**src/rtl/prefetch_ar_arbiter.sv**
```systemverilog
// Shares one memory-side AXI read channel between the demand and prefetch sources.
// AR arbitration gives demand priority, with prefetch aging; R bursts return in issue order through a tag FIFO.
module prefetch_ar_arbiter #(
  parameter int ADDR_BITS       = 16,
  parameter int BURST_LEN_WIDTH = 8,
  parameter int TID_WIDTH       = 8,
  parameter int DATA_WIDTH      = 8,
  parameter int LOG_OUTSTANDING = 2,
  parameter int STARVE_WIDTH    = 4
) (
  input  logic                       clk,
  input  logic                       resetN,
  input  logic                       en,

  input  logic                       dmd_ar_valid,
  output logic                       dmd_ar_ready,
  input  logic [ADDR_BITS-1:0]       dmd_ar_addr,
  input  logic [BURST_LEN_WIDTH-1:0] dmd_ar_len,
  input  logic [TID_WIDTH-1:0]       dmd_ar_id,

  input  logic                       pf_ar_valid,
  output logic                       pf_ar_ready,
  input  logic [ADDR_BITS-1:0]       pf_ar_addr,
  input  logic [BURST_LEN_WIDTH-1:0] pf_ar_len,
  input  logic [TID_WIDTH-1:0]       pf_ar_id,

  output logic                       m_ar_valid,
  input  logic                       m_ar_ready,
  output logic [ADDR_BITS-1:0]       m_ar_addr,
  output logic [BURST_LEN_WIDTH-1:0] m_ar_len,
  output logic [TID_WIDTH-1:0]       m_ar_id,

  input  logic                       m_r_valid,
  output logic                       m_r_ready,
  input  logic [DATA_WIDTH-1:0]      m_r_data,
  input  logic                       m_r_last,
  input  logic [TID_WIDTH-1:0]       m_r_id,

  output logic                       dmd_r_valid,
  input  logic                       dmd_r_ready,
  output logic [DATA_WIDTH-1:0]      dmd_r_data,
  output logic                       dmd_r_last,
  output logic [TID_WIDTH-1:0]       dmd_r_id,

  output logic                       pf_r_valid,
  input  logic                       pf_r_ready,
  output logic [DATA_WIDTH-1:0]      pf_r_data,
  output logic                       pf_r_last,
  output logic [TID_WIDTH-1:0]       pf_r_id,

  input  logic [STARVE_WIDTH-1:0]    crs_starveLimit,
  output logic [LOG_OUTSTANDING:0]   outstandingCnt,
  output logic                       errUnexpectedR
);

  localparam int DEPTH = 1 << LOG_OUTSTANDING;
  localparam logic [LOG_OUTSTANDING-1:0] PTR_ONE    = 1;
  localparam logic [LOG_OUTSTANDING:0]   CNT_ONE    = 1;
  localparam logic [STARVE_WIDTH-1:0]    STARVE_ONE = 1;

  logic                       m_ar_valid_q, m_ar_valid_d;
  logic [ADDR_BITS-1:0]       m_ar_addr_q, m_ar_addr_d;
  logic [BURST_LEN_WIDTH-1:0] m_ar_len_q, m_ar_len_d;
  logic [TID_WIDTH-1:0]       m_ar_id_q, m_ar_id_d;
  logic [STARVE_WIDTH-1:0]    starve_q, starve_d;
  logic [DEPTH-1:0]           tags_q, tags_d;
  logic [LOG_OUTSTANDING-1:0] wptr_q, wptr_d, rptr_q, rptr_d;
  logic [LOG_OUTSTANDING:0]   cnt_q, cnt_d;
  logic                       err_q, err_d;

  logic slot_open, starve_hit, grant_pf, grant_dmd, push, pop;
  logic fifo_empty, route_dmd, route_pf;

  // Full is exactly cnt_q == DEPTH, i.e. the MSB of the occupancy count.
  always_comb begin
    slot_open  = resetN && en && (!m_ar_valid_q || m_ar_ready) && !cnt_q[LOG_OUTSTANDING];
    starve_hit = (crs_starveLimit != '0) && (starve_q >= crs_starveLimit);
    grant_pf   = slot_open && pf_ar_valid && (!dmd_ar_valid || starve_hit);
    grant_dmd  = slot_open && dmd_ar_valid && !grant_pf;
    push       = grant_pf || grant_dmd;

    dmd_ar_ready = grant_dmd;
    pf_ar_ready  = grant_pf;
  end

  always_comb begin
    fifo_empty = (cnt_q == '0);
    route_dmd  = resetN && !fifo_empty && !tags_q[rptr_q];
    route_pf   = resetN && !fifo_empty && tags_q[rptr_q];

    dmd_r_valid = route_dmd && m_r_valid;
    dmd_r_data  = route_dmd ? m_r_data : '0;
    dmd_r_last  = route_dmd && m_r_last;
    dmd_r_id    = route_dmd ? m_r_id : '0;
    pf_r_valid  = route_pf && m_r_valid;
    pf_r_data   = route_pf ? m_r_data : '0;
    pf_r_last   = route_pf && m_r_last;
    pf_r_id     = route_pf ? m_r_id : '0;

    // With nothing outstanding, beats are accepted and dropped so the slave never wedges.
    m_r_ready = (route_dmd && dmd_r_ready) || (route_pf && pf_r_ready) || (resetN && fifo_empty);
    pop       = m_r_valid && m_r_ready && m_r_last && !fifo_empty;
  end

  always_comb begin
    m_ar_valid_d = m_ar_valid_q;
    m_ar_addr_d  = m_ar_addr_q;
    m_ar_len_d   = m_ar_len_q;
    m_ar_id_d    = m_ar_id_q;
    if (grant_dmd) begin
      m_ar_valid_d = 1'b1;
      m_ar_addr_d  = dmd_ar_addr;
      m_ar_len_d   = dmd_ar_len;
      m_ar_id_d    = dmd_ar_id;
    end else if (grant_pf) begin
      m_ar_valid_d = 1'b1;
      m_ar_addr_d  = pf_ar_addr;
      m_ar_len_d   = pf_ar_len;
      m_ar_id_d    = pf_ar_id;
    end else if (m_ar_ready) begin
      m_ar_valid_d = 1'b0;
    end

    starve_d = starve_q;
    if (grant_pf) begin
      starve_d = '0;
    end else if (pf_ar_valid && !(&starve_q)) begin
      starve_d = starve_q + STARVE_ONE;
    end

    tags_d = tags_q;
    wptr_d = wptr_q;
    rptr_d = rptr_q;
    if (push) begin
      tags_d[wptr_q] = grant_pf;
      wptr_d         = wptr_q + PTR_ONE;
    end
    if (pop) begin
      rptr_d = rptr_q + PTR_ONE;
    end

    cnt_d = cnt_q;
    if (push && !pop) begin
      cnt_d = cnt_q + CNT_ONE;
    end else if (pop && !push) begin
      cnt_d = cnt_q - CNT_ONE;
    end

    err_d = err_q || (m_r_valid && fifo_empty);
  end

  always_ff @(posedge clk) begin
    if (!resetN) begin
      m_ar_valid_q <= 1'b0;
      m_ar_addr_q  <= '0;
      m_ar_len_q   <= '0;
      m_ar_id_q    <= '0;
      starve_q     <= '0;
      tags_q       <= '0;
      wptr_q       <= '0;
      rptr_q       <= '0;
      cnt_q        <= '0;
      err_q        <= 1'b0;
    end else begin
      m_ar_valid_q <= m_ar_valid_d;
      m_ar_addr_q  <= m_ar_addr_d;
      m_ar_len_q   <= m_ar_len_d;
      m_ar_id_q    <= m_ar_id_d;
      starve_q     <= starve_d;
      tags_q       <= tags_d;
      wptr_q       <= wptr_d;
      rptr_q       <= rptr_d;
      cnt_q        <= cnt_d;
      err_q        <= err_d;
    end
  end

  assign m_ar_valid     = m_ar_valid_q;
  assign m_ar_addr      = m_ar_addr_q;
  assign m_ar_len       = m_ar_len_q;
  assign m_ar_id        = m_ar_id_q;
  assign outstandingCnt = cnt_q;
  assign errUnexpectedR = err_q;

endmodule

```
**config.mk**
```make
export PLATFORM = sky130hd
export DESIGN_NAME = prefetch_ar_arbiter
export DESIGN_NICKNAME = d
export VERILOG_FILES = /design/src/rtl/prefetch_ar_arbiter.sv
export SDC_FILE = /design/constraint.sdc
export NUM_CORES = 1
export LEC_CHECK = 0
export CAP_MARGIN = 20
export CORE_MARGIN = 2
export CORE_UTILIZATION = 38
export CTS_BUF_LIST = sky130_fd_sc_hd__clkbuf_16
export DETAILED_ROUTE_END_ITERATION = 12
export PLACE_DENSITY = 0.92
export SLEW_MARGIN = 15
export SYNTH_ARGS = -nofsm -noshare
export SYNTH_HDL_FRONTEND = slang
export SYNTH_SLANG_ARGS = --single-unit
```
**constraint.sdc**
```tcl
create_clock -name clk -period 3.85 [get_ports clk]
set_clock_uncertainty 0.1 [all_clocks]
set_input_delay 0.77 -clock clk [delete_from_list [all_inputs] [get_ports clk]]
set_output_delay 0.77 -clock clk [all_outputs]
set_load 0.005 [all_outputs]
```
==> results.cfg, run 1 <==
[logic_synthesis]
synth_seq_cells = 49
syn_inst = 345
ys_seq_area_frac = 0.3538
async_flop_share = 0
netlist.area_leader.share = 0.3538
synth_edf_count = 0
synth_ff_type = dfxtp_1
syn_area_um2 = 2773
synthTopCellsByArea = dfxtp_1, a211oi_1, and2_1
yosys_warnings = 0
syn_area_per_cell_um2 = 8.037
yosysTopAreaCell = dfxtp_1
ys_types = 38
synth_nets = 450

[setup_path]
critPathSlowestCell = clkdlybuf4s50_1
cp.arrival_ns = 2.88
rr_worst_depth = 9
reg2reg_from = rptr_q[0]$_SDFFE_PN0P_
end_kind = output port
path_class = in -> out
path_cells = clkdlybuf4s50_1, inv_1, ha_1, a21o_1, o31ai_2, buf_4, a21oi_1, o211a_1, clkdlybuf4s50_1
critPathMaxFanout = 2
worstSetupStartpointType = input port
cp_slowest_stage_delay_ns = 0.51
crit_top_cell = clkdlybuf4s50_1
crit_required_ns = 2.98
r2r_end = outstandingCnt[2]$_SDFFE_PN0P_
regToRegSetupSlack_ns = 1.05

[timing]
clock.fmax_ghz = 0.2670
period_share = 0.9729
worstMarginPinSlew_ns = 0.6457
grt_setup_unrepaired = false
hold_viol = 0
setup_viol = 0
whs_ns = 0.3792
finalMaxSlewViolations = 0
post-route-min-period_ns = 3.746
relSlewSlack = 0.5696

[layout]
fin_area_um2 = 4710
final_cell_mix = clkdlybuf4s50_1, dfxtp_1, and2_1, nor2_1, o21ai_0
areaGrowthSynthToFinish_pct = 69.86
mostFrequentLayoutCell = clkdlybuf4s50_1
n_fill_cell = 590
nNetsFinal = 608
drive_above_1_share = 0.05754
diodes = 0

[cts]
hold_buffers = 0
clock-root-buffer = clkbuf_16
cts.sinks = 49
cts_tree = built
clk-insertion-delay-late_ns = 0.28
clkSlewWorstSetupHoldPaths_ns = 0.07
clock_path_buffers = 2
cts_buffers = 5
htreeDepth = 2

[detailed_routing]
drt-met1-wl_mm = 3.494
met2_length_mm = 4.542
drt_iter0_drc = 115
wl_mm = 9.083
post_drt_wl_per_cell_um = 15.06
drt-vias-per-instance = 5.279
vias = 3183
firstDrtPassIters = 4
top_layer = met4
wl_met3_um = 892
drc = 0
antenna_left = 0

[placed_design]
io_buffer_count = 169
dp_hpwl_mm = 6.799
gp_congestion = 0.7699
place_area_um2 = 4559

[global_route]
grt_first_pass_wirelength_mm = 14.06
grt_pass1_vias = 3022
antenna_found_initial = 0
grt_start_max_net_pins = 66
overflow = 0
grtUsageTotal = 0.2235

[floorplanning]
coreArea_um2 = 7176
dieWidth_um = 89.42
std_cell_rows = 31
floorplan.initialDensity = 0.3864
fp.dieH_um = 89.42
die_area_um2 = 7996
io_pins = 170

[min_path]
hold_path_depth = 2
hold_path.startpoint = tags_q[0]$_SDFFE_PN0P_
min_to = tags_q[0]$_SDFFE_PN0P_
hold_path.class = reg -> reg

[flow_run]
drv_cap = 0

[pwr]
leakage_nw = 1.761
peakVddDrop_mv = 0.1680
pwr_density_cell_nw_per_um2 = 293.5

[run_status]
status = finished clean
## routing by layer
metal	global-route usage	vias to the layer above
li1	-	1548
met1	0.2409	1472
met2	0.4155	150
met3	0.06648	13
met4	0.07191	0
met5	0	-
## logic make-up after synthesis
| family | Yosys count | synth area share |
|---|---|---|
| simple gates | 143 | 0.2762 |
| fa+ha+maj | 11 | 0.05235 |
| flops | 49 | 0.3538 |
| xor+xnor | 6 | 0.01895 |
| mux | 4 | 0.01895 |
| buf+inv | 44 | 0.07130 |
| compound gates | 88 | 0.2085 |
## critical path, delay by kind of cell
kind / cells / cell delay [ns]
buffers and inverters: 4 / 1.21
AO/OA/AOI/OAI: 4 / 0.58
adder cells (fa/ha/maj): 1 / 0.32
## synthesized netlist by cell type, types with 2 or more instances
| cell | instances |
|---|---|
| a211oi_1 | 32 |
| a21boi_0 | 7 |
| a21oi_1 | 2 |
| and2_1 | 38 |
| and3_1 | 2 |
| buf_2 | 5 |
| buf_6 | 3 |
| clkbuf_1 | 22 |
| dfxtp_1 | 49 |
| ha_1 | 10 |
| inv_1 | 12 |
| mux2i_1 | 3 |
| nand2_1 | 18 |
| nand3_1 | 4 |
| nor2_1 | 36 |
| nor2b_1 | 4 |
| nor4_1 | 33 |
| o2111ai_1 | 4 |
| o21ai_0 | 34 |
| o21ai_1 | 2 |
| o31ai_1 | 2 |
| or3_1 | 3 |
| xnor2_1 | 5 |
## layout make-up
type | instances | area [um2] | area share
Clock buffer | 5 | 125.1 | 0.02657
Clock inverter | 3 | 17.52 | 0.003719
Inverter | 12 | 45.04 | 0.009564
Multi-Input combinational cell | 252 | 1622 | 0.3443
Sequential cell | 49 | 980.9 | 0.2083
Tap cell | 99 | 123.9 | 0.02630
Timing Repair Buffer | 183 | 1795 | 0.3812
## state kept, by name, indices dropped and copies added (netlist names)
register / count
m_ar_len: 8
tags_q: 4
outstandingCnt: 3
wptr_q: 2
errUnexpectedR: 1
m_ar_id: 8
m_ar_addr: 16
rptr_q: 2
m_ar_valid: 1
starve_q: 4
## where the power goes
group / leakage [nW] / internal [mW] / switching (mW)
sequential: 0.401 / 0.544 / 0.0250
clock: 0.0696 / 0.238 / 0.186
combinational: 1.29 / 0.233 / 0.155
## worst max path at each step
stage	from	to	slack, ns	depth (start not counted)
floorplan	crs_starveLimit[1]	dmd_ar_ready	0.78	9
global placement	crs_starveLimit[2]	dmd_ar_ready	0.01	9
detailed placement	crs_starveLimit[2]	dmd_ar_ready	-0.03	9
CTS	crs_starveLimit[1]	pf_ar_ready	0.12	9
global route	crs_starveLimit[3]	pf_ar_ready	0.01	9
finish	crs_starveLimit[3]	pf_ar_ready	0.10	9
## metrics by stage
step	power [mW]	std cells	TNS [ns]	setup slack [ns]	util
floorplan	0.7242	345	0	0.7776	-
global placement	0.9557	595	0	0.01286	0.6354
detailed placement	0.9690	595	-0.02870	-0.02870	0.6354
CTS	1.393	603	0	0.1183	0.6556
global route	1.455	603	0	0.01442	0.6563
finish	1.382	603	0	0.1042	0.6563
## timing repair
action,CTS,global route
buffers inserted,0,0
pin swaps,0,0
gates resized for setup,2,1
setup endpoints to repair,1,1
hold endpoints to repair,0,0
Power figures use the tool's default switching activity.
==> run 2, diff against run 1 <==
--- a/config.mk
+++ b/config.mk
@@ -10,6 +10,7 @@
 export CORE_UTILIZATION = 38
 export CTS_BUF_LIST = sky130_fd_sc_hd__clkbuf_16
 export DETAILED_ROUTE_END_ITERATION = 12
+export GPL_ROUTABILITY_DRIVEN = 0
 export PLACE_DENSITY = 0.92
 export SLEW_MARGIN = 15
 export SYNTH_ARGS = -nofsm -noshare
==> results of run 2 <==
Same layout as run 1: the final DEF is identical, and so are final timing and power.
